--- config.mk ---
export PLATFORM = sky130hd
export DESIGN_NAME = swim_byte_tx_flat
export DESIGN_NICKNAME = d
export VERILOG_FILES = /design/src/rtl/swim_byte_tx_if.sv /design/src/rtl/swim_byte_tx.sv /design/src/flat_wrapper.sv
export SDC_FILE = /design/constraint.sdc
export NUM_CORES = 1
export LEC_CHECK = 0
export CAP_MARGIN = 10
export CORE_ASPECT_RATIO = 1.1
export CORE_MARGIN = 2
export CORE_UTILIZATION = 45
export CTS_BUF_LIST = sky130_fd_sc_hd__clkbuf_4 sky130_fd_sc_hd__clkbuf_8 sky130_fd_sc_hd__clkbuf_16
export DETAILED_ROUTE_END_ITERATION = 16
export GPL_TIMING_DRIVEN = 0
export SLEW_MARGIN = 20
export SYNTH_ARGS = -nofsm -noshare
export SYNTH_HDL_FRONTEND = slang
export SYNTH_SLANG_ARGS = --single-unit
--- constraint.sdc ---
create_clock -name clk -period 2.3 [get_ports clk]
set_input_delay 0.345 -clock clk [delete_from_list [all_inputs] [get_ports clk]]
set_output_delay 0.345 -clock clk [all_outputs]
set_load 0.01 [all_outputs]
--- src/rtl/swim_byte_tx_if.sv ---
// Byte-side handshake, SWIM pin and ACK result signals of the SWIM byte transmitter.
// The master side feeds bytes and the pin level; the slave side is the transmitter.
interface swim_byte_tx_if;
    logic [7:0] in_data;
    logic       in_valid;
    logic       in_ready;
    logic       swim_in;
    logic       swim_drive_low;
    logic       busy;
    logic       ack_valid;
    logic       ack_ok;
    logic       ack_timeout;

    modport master (
        output in_data,
        output in_valid,
        output swim_in,
        input  in_ready,
        input  swim_drive_low,
        input  busy,
        input  ack_valid,
        input  ack_ok,
        input  ack_timeout
    );

    modport slave (
        input  in_data,
        input  in_valid,
        input  swim_in,
        output in_ready,
        output swim_drive_low,
        output busy,
        output ack_valid,
        output ack_ok,
        output ack_timeout
    );
endinterface

--- src/rtl/swim_byte_tx.sv ---
// SWIM byte transmitter: frames one byte as {start, d7..d0, parity}, sends each
// bit as a long/short low pulse on the open-drain SWIM line, then listens for
// the target's ACK/NACK pulse (or times out) and reports the result.
module swim_byte_tx #(
    parameter int unsigned TICK_DIV    = 6,
    parameter int unsigned BIT_TICKS   = 22,
    parameter int unsigned SHORT_TICKS = 2,
    parameter int unsigned ACK_TIMEOUT = 64
) (
    input  logic          clk,
    input  logic          reset,
    swim_byte_tx_if.slave bus
);

    localparam int DIV_W  = $clog2(TICK_DIV + 1);
    localparam int TICK_W = $clog2(BIT_TICKS + 1);
    localparam int TO_W   = $clog2(ACK_TIMEOUT + 1);

    localparam logic [DIV_W-1:0]  DIV_LAST   = DIV_W'(TICK_DIV - 1);
    localparam logic [TICK_W-1:0] BIT_LAST   = TICK_W'(BIT_TICKS - 1);
    localparam logic [TICK_W-1:0] SAMPLE_AT  = TICK_W'(BIT_TICKS / 2 - 1);
    localparam logic [TICK_W-1:0] LOW_SHORT  = TICK_W'(SHORT_TICKS);
    localparam logic [TICK_W-1:0] LOW_LONG   = TICK_W'(BIT_TICKS - SHORT_TICKS);
    localparam logic [TO_W-1:0]   TO_LAST    = TO_W'(ACK_TIMEOUT - 1);
    localparam logic [3:0]        LAST_BIT   = 4'd9;

    typedef enum logic [2:0] {
        ST_IDLE,
        ST_BIT,
        ST_ACK_WAIT,
        ST_ACK_MEAS,
        ST_DONE
    } state_t;

    state_t              state_q, state_d;
    logic [DIV_W-1:0]    div_cnt_q, div_cnt_d;
    logic [TICK_W-1:0]   tick_cnt_q, tick_cnt_d;
    logic [3:0]          bit_idx_q, bit_idx_d;
    logic [9:0]          frame_q, frame_d;
    logic [TO_W-1:0]     to_cnt_q, to_cnt_d;
    logic                meas_ok_q, meas_ok_d;
    logic                ack_ok_q, ack_ok_d;
    logic                ack_timeout_q, ack_timeout_d;
    logic                ready_en_q, ready_en_d;
    logic                sync1_q, sync1_d;
    logic                sync2_q, sync2_d;
    logic                sync_prev_q, sync_prev_d;

    logic                tick;
    logic                transfer;
    logic                ack_fall;
    logic                cur_bit;
    logic                in_ready_c;
    logic                drive_low_c;

    // Pin synchronizer and edge history; the previous synchronized level lets
    // the ACK wait spot a clean high-to-low transition.
    always_comb begin
        sync1_d     = bus.swim_in;
        sync2_d     = sync1_q;
        sync_prev_d = sync2_q;
        ack_fall    = sync_prev_q & ~sync2_q;
    end

    // Handshake and bit-shape decode; the current bit is always frame_q[9]
    // because the frame shifts left as each bit completes.
    always_comb begin
        ready_en_d  = 1'b1;
        in_ready_c  = (state_q == ST_IDLE) && ready_en_q;
        transfer    = in_ready_c && bus.in_valid;
        cur_bit     = frame_q[9];
        drive_low_c = 1'b0;
        if (state_q == ST_BIT) begin
            drive_low_c = cur_bit ? (tick_cnt_q < LOW_SHORT) : (tick_cnt_q < LOW_LONG);
        end
    end

    // Tick divider: free-running, but restarted on acceptance so the frame's
    // tick grid is anchored to the start bit.
    always_comb begin
        tick      = (div_cnt_q == DIV_LAST);
        div_cnt_d = div_cnt_q + 1'b1;
        if (transfer || tick) begin
            div_cnt_d = '0;
        end
    end

    // Frame sequencer: bit timing, ACK edge wait with timeout, ACK sampling.
    always_comb begin
        state_d       = state_q;
        tick_cnt_d    = tick_cnt_q;
        bit_idx_d     = bit_idx_q;
        frame_d       = frame_q;
        to_cnt_d      = to_cnt_q;
        meas_ok_d     = meas_ok_q;
        ack_ok_d      = ack_ok_q;
        ack_timeout_d = ack_timeout_q;

        case (state_q)
            ST_IDLE: begin
                if (transfer) begin
                    state_d    = ST_BIT;
                    tick_cnt_d = '0;
                    bit_idx_d  = '0;
                    frame_d    = {1'b0, bus.in_data, ^bus.in_data};
                end
            end

            ST_BIT: begin
                if (tick) begin
                    if (tick_cnt_q == BIT_LAST) begin
                        tick_cnt_d = '0;
                        frame_d    = {frame_q[8:0], 1'b0};
                        if (bit_idx_q == LAST_BIT) begin
                            state_d   = ST_ACK_WAIT;
                            bit_idx_d = '0;
                            to_cnt_d  = '0;
                        end else begin
                            bit_idx_d = bit_idx_q + 1'b1;
                        end
                    end else begin
                        tick_cnt_d = tick_cnt_q + 1'b1;
                    end
                end
            end

            ST_ACK_WAIT: begin
                if (ack_fall) begin
                    state_d    = ST_ACK_MEAS;
                    tick_cnt_d = '0;
                    meas_ok_d  = 1'b0;
                end else if (tick) begin
                    if (to_cnt_q == TO_LAST) begin
                        state_d       = ST_DONE;
                        ack_ok_d      = 1'b0;
                        ack_timeout_d = 1'b1;
                    end else begin
                        to_cnt_d = to_cnt_q + 1'b1;
                    end
                end
            end

            ST_ACK_MEAS: begin
                if (tick) begin
                    if (tick_cnt_q == SAMPLE_AT) begin
                        meas_ok_d = sync2_q;
                    end
                    if (tick_cnt_q == BIT_LAST) begin
                        state_d       = ST_DONE;
                        tick_cnt_d    = '0;
                        ack_ok_d      = meas_ok_q;
                        ack_timeout_d = 1'b0;
                    end else begin
                        tick_cnt_d = tick_cnt_q + 1'b1;
                    end
                end
            end

            ST_DONE: begin
                state_d = ST_IDLE;
            end

            default: begin
                state_d = ST_IDLE;
            end
        endcase
    end

    // State and counter registers; reset parks everything idle with the
    // synchronizer reading the released (high) line.
    always_ff @(posedge clk or posedge reset) begin
        if (reset) begin
            state_q       <= ST_IDLE;
            div_cnt_q     <= '0;
            tick_cnt_q    <= '0;
            bit_idx_q     <= '0;
            frame_q       <= '0;
            to_cnt_q      <= '0;
            meas_ok_q     <= 1'b0;
            ack_ok_q      <= 1'b0;
            ack_timeout_q <= 1'b0;
            ready_en_q    <= 1'b0;
            sync1_q       <= 1'b1;
            sync2_q       <= 1'b1;
            sync_prev_q   <= 1'b1;
        end else begin
            state_q       <= state_d;
            div_cnt_q     <= div_cnt_d;
            tick_cnt_q    <= tick_cnt_d;
            bit_idx_q     <= bit_idx_d;
            frame_q       <= frame_d;
            to_cnt_q      <= to_cnt_d;
            meas_ok_q     <= meas_ok_d;
            ack_ok_q      <= ack_ok_d;
            ack_timeout_q <= ack_timeout_d;
            ready_en_q    <= ready_en_d;
            sync1_q       <= sync1_d;
            sync2_q       <= sync2_d;
            sync_prev_q   <= sync_prev_d;
        end
    end

    assign bus.in_ready       = in_ready_c;
    assign bus.swim_drive_low = drive_low_c;
    assign bus.busy           = (state_q != ST_IDLE);
    assign bus.ack_valid      = (state_q == ST_DONE);
    assign bus.ack_ok         = ack_ok_q;
    assign bus.ack_timeout    = ack_timeout_q;

endmodule

--- src/flat_wrapper.sv ---
// flat-port wrapper written by rule: the top's interface ports become plain ports
module swim_byte_tx_flat 
#(
    parameter int unsigned TICK_DIV    = 6,
    parameter int unsigned BIT_TICKS   = 22,
    parameter int unsigned SHORT_TICKS = 2,
    parameter int unsigned ACK_TIMEOUT = 64
)
  (clk, reset, bus_in_data, bus_in_valid, bus_swim_in, bus_in_ready, bus_swim_drive_low, bus_busy, bus_ack_valid, bus_ack_ok, bus_ack_timeout);
  swim_byte_tx_if bus_i ();
  input  logic clk;
  input  logic reset;
  input wire logic [$bits(bus_i.in_data)-1:0] bus_in_data;
  input wire logic [$bits(bus_i.in_valid)-1:0] bus_in_valid;
  input wire logic [$bits(bus_i.swim_in)-1:0] bus_swim_in;
  output wire logic [$bits(bus_i.in_ready)-1:0] bus_in_ready;
  output wire logic [$bits(bus_i.swim_drive_low)-1:0] bus_swim_drive_low;
  output wire logic [$bits(bus_i.busy)-1:0] bus_busy;
  output wire logic [$bits(bus_i.ack_valid)-1:0] bus_ack_valid;
  output wire logic [$bits(bus_i.ack_ok)-1:0] bus_ack_ok;
  output wire logic [$bits(bus_i.ack_timeout)-1:0] bus_ack_timeout;
  assign bus_i.in_data = bus_in_data;
  assign bus_i.in_valid = bus_in_valid;
  assign bus_i.swim_in = bus_swim_in;
  assign bus_in_ready = bus_i.in_ready;
  assign bus_swim_drive_low = bus_i.swim_drive_low;
  assign bus_busy = bus_i.busy;
  assign bus_ack_valid = bus_i.ack_valid;
  assign bus_ack_ok = bus_i.ack_ok;
  assign bus_ack_timeout = bus_i.ack_timeout;
  swim_byte_tx #(.TICK_DIV(TICK_DIV), .BIT_TICKS(BIT_TICKS), .SHORT_TICKS(SHORT_TICKS), .ACK_TIMEOUT(ACK_TIMEOUT)) u_core (.clk(clk), .reset(reset), .bus(bus_i));
endmodule
==> metrics.txt, run 1 <==
Max IR drop VDD=0.4469 mV; fin crit share=95.24%; Longest Clk Path Bufs=2; Avg WL per Cell=13.25 um; FF+latch count, synth=39; critical path type=reg2out; crit start category=flop; Rows=26; commonest non-fill, non-tap cell in the layout=dfrtp_1; CTS Root Cell=clkbuf_8; Post-DP HPWL=2931 um; Post-Layout Cell Count=302; total number of vias=1593; clk_lat worst skew=0.29 ns; Max Cap Violations=0; commonest non-fill, non-tap cells in the layout=36 x dfrtp_1, 28 x nand2_1, 23 x o21ai_0; Antenna Nets Post-Route=0; Syn Area/Cell=9.526 sq um; final WL=4003 um; final hold vios=0; first-pass GRT wire length=6831 um; clock slew at reported path FFs=0.07 ns; H-Tree Depth=2; IO Pins=18; GPL Wtd Cong=0.7565; post-synthesis sequential area ratio=46.75%; Hold Path Class=in2async; post-synthesis cell type count=44; Post-Synthesis Cells=220; Num CTS Buffers=5; Initial Utilization=46.02%; largest net degree at the start of global routing=33; # placed instances=294; setup TNS=0 ns; PnR worst setup slack=0.1094 ns; DRC violations left=0; fin. max-slew vios=0; CP max FO=10; layout cells sized above 1=10.57%; setup repair bufs after CTS=0; CORE AREA=0.004554 sq mm; grt total ovfl=0; P&R area growth vs syn=17.07%; 1st-iter DRT viols=50; port buffer count=17; RSZ-0062 raised after global routing=no; CP Data Arrival Time=1.85 ns; overall die area=0.005220 sq mm; Tot GR Track Use=16.44%; worst reg2reg path depth=8; # diodes=0; hold buffer count at cts=0; f_max=456.5 MHz; Critical Path RT=1.96 ns; chip width=69.07 um; CTS tree=done; Place WS=0.2750 ns; vias in the first global route=1495; # setup viols final=0; pwr/cell area=981.6 mW/mm^2; DR pass1 iterations=4; Die Ht=75.58 um; kind of end point of the critical path=output pin; syn_nets=240; synth warn=0; Worst Clk Skew=0.007325 ns; Synth Cell Area=0.002096 sq mm; Final min period=2.191 ns; drt via density=5.275; Sink Count=39; status=finished, final reports clean; Final Core Density=53.87%; nets@finish=265; initial antenna violation count=0; Pleak=1.042 nW
final timing paths:
kind                                      start                   to  slack [ns]
max in group asynchronous                 reset       u_core.sync2_q        1.54
max reg2reg                u_core.tick_cnt_q[1]  u_core.bit_idx_q[1]        0.44
min                                       reset    u_core.frame_q[3]        0.28
min in group clk                 u_core.sync1_q       u_core.sync2_q        0.36
max                           u_core.state_q[0]        bus_ack_valid        0.11
min reg2reg                      u_core.sync1_q       u_core.sync2_q        0.36
critical path, stage by stage, from the launching register on:
cell	delay, ns
dfrtp_1	0.38
buf_4	0.17
clkbuf_2	0.19
nor3_1	0.25
clkdlybuf4s50_1	0.57
synthesized netlist by cell type (all sizes together):
library cell	instances	area share, %
a21boi	1	0.36
a21oi	11	3.2
a22o	1	0.42
a2bb2oi	1	0.42
a31oi	5	1.5
and2	3	0.90
and3	2	0.60
buf	5	1.6
clkbuf	1	0.18
conb	1	0.18
dfrtp	36	43
dfstp	3	3.8
ha	8	4.8
inv	10	1.8
mux2i	11	5.3
nand2	28	5.0
nand2b	2	0.60
nand3	9	2.1
nand3b	2	0.72
nand4	1	0.30
nand4b	1	0.42
nor2	21	3.9
nor2b	4	1.2
nor3	4	0.96
nor3b	2	1.5
nor4	1	0.30
nor4bb	1	0.48
o2111ai	1	1.3
o211ai	1	0.36
o21ai	25	6.1
o22a	1	0.42
o31ai	5	1.8
o41ai	1	0.42
or2b	2	0.72
or3	2	0.60
xnor2	6	2.5
xor2	1	0.42
sequential cells by signal, indices dropped and copies added, names as in the netlist:
name,flops
u_core.bit_idx_q,4
u_core.bus.ack_ok,1
u_core.bus.ack_timeout,1
u_core.div_cnt_q,3
u_core.frame_q,10
u_core.meas_ok_q,1
u_core.ready_en_q,1
u_core.state_q,3
u_core.sync1_q,1
u_core.sync2_q,1
u_core.sync_prev_q,1
u_core.tick_cnt_q,5
u_core.to_cnt_q,7
through the flow:
stage          hold WS, ns  power (mW)  area, sq um
6_report            0.2778       2.408         2454
3_5_place_dp        0.3535       1.945         2356
3_3_place_gp        0.3459       1.927         2336
5_1_grt             0.3044       2.613         2454
4_1_cts             0.2784       2.436         2449
2_1_floorplan       0.3452       1.693         2096
layer usage:
metal / wire length (um) / track usage, % / vias to the layer above
met2: 1856 / 27.88 / 26
met5: 0 / 0 / -
met1: 1972 / 21.36 / 744
met4: 60 / 7.190 / 0
met3: 114 / 2.513 / 6
li1: - / - / 817
cells by family after synthesis:
kind of cell / Yosys count / share of synthesized area, %
mux: 11 / 5.254
simple gates: 85 / 20.30
flops: 39 / 46.75
fa+ha+maj: 8 / 4.776
xor+xnor: 7 / 2.925
buf+inv: 16 / 3.582
compound gates: 53 / 16.24
other cells: 1 / 0.1789
power by group:
part           leakage (nW)  internal (mW)  switching [mW]
clock                0.0498          0.251           0.225
sequential            0.504          0.863           0.126
combinational         0.488          0.414           0.529
total                  1.04           1.53           0.880
repair_timing:
item                       CTS  global route
setup endpoints to repair    1             1
cloned                       0             0
gates resized for setup      1             1
area by class of cell:
class                   instances  area, sq um
inverters                      10        37.54
plain buffers                   6        38.79
well taps                      56        70.07
multi-input cells             165         1046
flip-flops and latches         39        979.7
clock buffers                   8        91.34
repair buffers                 18        190.2
fillers                       430         2101
No activity file was read; power rests on OpenSTA's default activity.
==> run 2, diff against run 1 <==
- PLACE_DENSITY: default -> 0.67
- clock period: 2.3 -> 1.76 ns (I/O delays scaled with it)
==> metrics.txt, run 2 (synthesized netlist as in run 1, its figures left out) <==
status=finished, final reports clean; total number of vias=1704; Top Registers=u_core.frame_q (10), u_core.to_cnt_q (7), u_core.tick_cnt_q (5); commonest non-fill, non-tap cell in the layout=dfrtp_1; Antenna Nets Post-Route=0; Post-Layout Cell Count=312; chip width=69.07 um; pwr/cell area=1302 mW/mm^2; Tot GR Track Use=18.13%; f_max=592.3 MHz; Place WS=-0.1923 ns; IO Pins=18; # setup viols final=0; Longest Clk Path Bufs=2; Max Cap Violations=0; final hold vios=0; largest net degree at the start of global routing=30; Fin Hold WS=0.2088 ns; Rows=26; Die Ht=75.58 um; CTS Root Cell=clkbuf_8; vias in the first global route=1596; clk_lat worst skew=0.30 ns; Num CTS Buffers=5; kind of end point of the critical path=flop; Final min period=1.688 ns; largest reg by FF count=u_core.frame_q; setup TNS=0 ns; first-pass GRT wire length=7376 um; Worst Clk Skew=0.01074 ns; initial antenna violation count=0; DR pass1 iterations=4; crit start category=flop; Hold Path Class=in2async; 1st-iter DRT viols=92; fin crit share=95.93%; worst reg2reg path depth=5; Worst path max stage delay=0.35 ns; worst-path cell with the longest stage delay=dfrtp_1; DRC violations left=0; CTS tree=done; # diodes=0; H-Tree Depth=2; GPL Wtd Cong=0.8308; clock slew at reported path FFs=0.08 ns; crit-path cells=buf_6 -> nor3b_4 -> o2111ai_4 -> a21oi_4 -> mux2i_1; CP Data Arrival Time=1.90 ns; fin. max-slew vios=0; drt via density=5.462; Post-DP HPWL=2915 um; RSZ-0062 raised after global routing=yes; Initial Utilization=46.02%; PnR worst setup slack=0.07169 ns; worst reg2reg setup slack=0.07 ns; R2R Path Start=u_core.state_q[1]; layout cells sized above 1=20.31%; # placed instances=294; grt total ovfl=0; Critical Path RT=1.97 ns; r2r endpoint=u_core.to_cnt_q[1]; final WL=4350 um; CP max FO=10; Sink Count=39; overall die area=0.005220 sq mm; Max IR drop VDD=0.5862 mV; Avg WL per Cell=13.94 um; nets@finish=275; port buffer count=17; max reg flops=10; CORE AREA=0.004554 sq mm; fill count=420; Pleak=1.111 nW; commonest non-fill, non-tap cells in the layout=33 x dfrtp_1, 26 x nand2_1, 23 x o21ai_0; P&R area growth vs syn=24.06%; critical path type=reg2reg
run 2: metal layers:
metal / global-route usage (%) / vias up / share of wire (%)
li1: - / 835 / -
met1: 22.00 / 834 / 46
met2: 31.20 / 28 / 49
met3: 4.497 / 7 / 3.1
met4: 8.279 / 0 / 1.7
met5: 0 / - / 0
run 2: area by class of cell:
type	instances	area [sq um]	area share, %
multi-input combinational	165	1104	42.44
sequential	39	983.4	37.82
timing repair buffer	28	255.2	9.817
clock buffer	7	90.09	3.465
tap	56	70.07	2.695
buffer	6	55.05	2.117
inverter	10	37.54	1.444
clock inverter	1	5.005	0.1925
run 2: worst max-delay path by stage:
stage,from,to,slack (ns),depth (start not counted)
after global placement,reset,u_core.tick_cnt_q[1],-0.29,2
after detailed placement,u_core.state_q[0],bus_swim_drive_low,-0.19,5
after global routing,u_core.tick_cnt_q[1],u_core.to_cnt_q[1],-0.05,8
final,u_core.state_q[1],u_core.to_cnt_q[1],0.07,5
after floorplan,u_core.to_cnt_q[0],u_core.state_q[0],0.22,6
after CTS,u_core.state_q[0],u_core.to_cnt_q[1],-0.04,5
run 2: worst max-delay path, delay by kind of cell, from the launching register on:
family | cells | cell delay [ns]
buf+inv | 1 | 0.17
mux | 1 | 0.22
simple gates | 1 | 0.35
compound gates | 2 | 0.51
flops | 1 | 0.35
run 2: repair_timing:
action / in CTS / in global routing
pin swaps: 3 / 5
buffers inserted: 2 / 8
resized for setup: 17 / 21
endpoints found under the setup margin: 23 / 32
hold buffers: 0 / 0
run 2: per-stage QoR:
stage          util (%)  total power, mW  instance area [sq um]
6_report          57.09            3.385                   2600
5_1_grt           57.09            3.656                   2600
4_1_cts           55.03            3.245                   2506
3_5_place_dp      51.73            2.542                   2356
3_3_place_gp      51.29            2.504                   2336
2_1_floorplan         -            2.212                   2096
run 2: power by group:
group | leakage [nW] | total [mW] | switching (mW) | internal [mW]
clock network | 0.0517 | 0.648 | 0.316 | 0.332
logic | 0.560 | 1.45 | 0.800 | 0.648
registers | 0.499 | 1.29 | 0.158 | 1.13
total | 1.11 | 3.39 | 1.27 | 2.11
==> run 3, diff against run 2 <==
- ABC_AREA: default -> 1
- PLACE_DENSITY: 0.67 -> 0.66
==> metrics.txt, run 3 <==
status=finished, final reports clean; Syn Area/Cell=7.484 sq um; synth cell count leaders=100 x nand2_1, 44 x inv_1, 36 x dfrtp_1; f_max=598.8 MHz; clk_lat worst skew=0.29 ns; Sw Ratio=21.34%; chip width=73.88 um; clock slew at reported path FFs=0.08 ns; kind of end point of the critical path=output pin; Internal=1.405 mW; Max Cap Violations=0; crit start category=flop; Final min period=1.670 ns; commonest non-fill, non-tap cells in the layout=99 x nand2_1, 42 x inv_1, 31 x dfrtp_1; 1st-iter DRT viols=77; crit-path cells=inv_2 -> nand2_4 -> nor2_4 -> inv_1 -> nor3_2 -> buf_2; Sink Count=39; first-pass GRT wire length=8017 um; clock share of power=43.9%; syn_nets=343; Critical Path RT=1.50 ns; Initial Utilization=47.39%; final WL=4727 um; final hold vios=0; Antenna Nets Post-Route=0; CORE AREA=0.005101 sq mm; Worst path max stage delay=0.44 ns; max reg flops=10; Most used DFF post-synth=dfrtp_1; # diodes=0; port buffer count=17; switching power=0.3812 mW; commonest non-fill, non-tap cell in the layout=nand2_1; Avg WL per Cell=11.04 um; Top delay family on crit path=flip-flops; # setup viols final=0; largest net degree at the start of global routing=29; Num CTS Buffers=5; Post-Synthesis Cells=323; CP max FO=4; Worst Clk Skew=0.004404 ns; Pleak=1.498 nW; vias in the first global route=1845; Total Power=1.787 mW; Top Registers=u_core.frame_q (10), u_core.to_cnt_q (7), u_core.tick_cnt_q (5); Longest Clk Path Bufs=2; Max IR drop VDD=0.3188 mV; critical path type=reg2out; overall die area=0.005975 sq mm; nets@finish=375; P&R area growth vs syn=22.15%; DRC violations left=0; top-area cell type share of the netlist area=37.27%; worst-path cell with the longest stage delay=dfrtp_2; FF+latch count, synth=39; number of synthesized flops with an enable pin=0; post-synthesis cell type count=33; Synth Cell Area=0.002417 sq mm; grt total ovfl=0; CTS tree=done; Tot GR Track Use=17.18%; total number of vias=2013; fin crit share=94.88%; GPL Wtd Cong=0.8375; most frequent cell after synthesis=nand2_1; drt via density=4.703; CP bufs+invs=3; IO Pins=18; layout cells sized above 1=20.51%; Final Core Density=57.89%; synth warn=0; CTS Root Cell=clkbuf_8; Die Ht=80.87 um; Hold Path Class=in2async; pwr/cell area=605.1 mW/mm^2; Area contributors post-synth=dfrtp_1 37%, nand2_1 16%, inv_1 6.8%; Post-DP HPWL=3388 um; DR pass1 iterations=4; CP Data Arrival Time=1.41 ns; fin. max-slew vios=0; Synth area leader=dfrtp_1; logic gate share of total power=5.4%; initial antenna violation count=0; largest reg by FF count=u_core.frame_q; post-synthesis sequential area ratio=40.53%; H-Tree Depth=2; sequential power share=50.8%; asr flop ratio synth=100.0%; Rows=27
## run 3: cell count changes in the layout (fill, tap and decap cells not counted), moves of 6 or more
cell,delta
o21ai_1,+13
o21ai_0,-8
nor2_1,+7
inv_1,+34
nand2_1,+73
buf_4,-9
mux2i_1,-11
nand3_1,+6
o21ai_2,+7
## run 3: worst paths after layout
kind / from / to / slack [ns] / cells past startpoint
worst min register to register: u_core.sync1_q / u_core.sync2_q / 0.37 / 0
worst max register to register: u_core.tick_cnt_q[1] / u_core.bit_idx_q[0] / 0.15 / 10
worst min-delay path: reset / u_core.to_cnt_q[0] / 0.23 / 2
min in group clk: u_core.sync1_q / u_core.sync2_q / 0.37 / 0
max in group asynchronous: reset / u_core.sync2_q / 1.02 / 3
worst max-delay path: u_core.state_q[2] / bus_swim_drive_low / 0.09 / 6
## run 3: per-layer routing
layer	vias up	share of wire, %	track usage [%]
li1	1070	-	-
met1	906	45	21.14
met2	32	51	30.00
met3	5	3.0	3.722
met4	0	0.91	4.909
met5	-	0	0
## run 3: worst reg2reg max path: cells and delay by family, from the launching register on
family / cells / cell delay (ns)
AND/OR/NAND/NOR: 5 / 0.56
buffers and inverters: 3 / 0.27
AO/OA/AOI/OAI: 1 / 0.05
adder cells (fa/ha/maj): 1 / 0.18
flip-flops: 1 / 0.44
## run 3: per-stage QoR
stage | hold WS [ns] | cell area (sq um) | instances | setup WS, ns | setup TNS, ns
finish | 0.2290 | 2953 | 428 | 0.09009 | 0
global placement | 0.3582 | 2678 | 412 | -0.3337 | -12.16
CTS | 0.2360 | 2826 | 421 | -0.1374 | -0.1374
detailed placement | 0.3617 | 2698 | 413 | -0.1686 | -0.1686
floorplan | 0.2685 | 2417 | 323 | 0.2788 | 0
global route | 0.2645 | 2953 | 428 | -0.0007558 | -0.0007558
## run 3: kinds of logic after synthesis
logic type               share of synthesized area, %
AND/OR/NAND/NOR                                 33.02
buffers and inverters                           9.524
AO/OA/AOI/OAI                                   10.46
flip-flops                                      40.53
adder cells (fa/ha/maj)                         4.141
XOR/XNOR                                        2.174
other                                          0.1551
## run 3: timing repair
action | in CTS | in global routing
setup buffers | 0 | 5
pin swaps | 0 | 4
resized for setup | 11 | 22
cloned | 0 | 2
hold buffers | 0 | 0
setup endpoints to repair | 4 | 26
## run 3: power by group through the flow
stage                     Combinational, mW  Sequential [mW]  Clock [mW]
after detailed placement             0.0970            0.925           0
after CTS                            0.0971            0.907       0.800
after global routing                  0.112            0.908       0.839
final                                0.0956            0.907       0.784
after floorplan                      0.0505            0.923           0
after global placement               0.0897            0.924           0
## run 3: final cells by class
cell class,count,area [sq um]
Fill cell,451,2148
Multi-Input combinational cell,230,1269
Sequential cell,39,985.9
Timing Repair Buffer,24,252.7
Inverter,50,190.2
Tap cell,72,90.09
Clock buffer,6,82.58
Buffer,5,47.55
Clock inverter,2,35.03
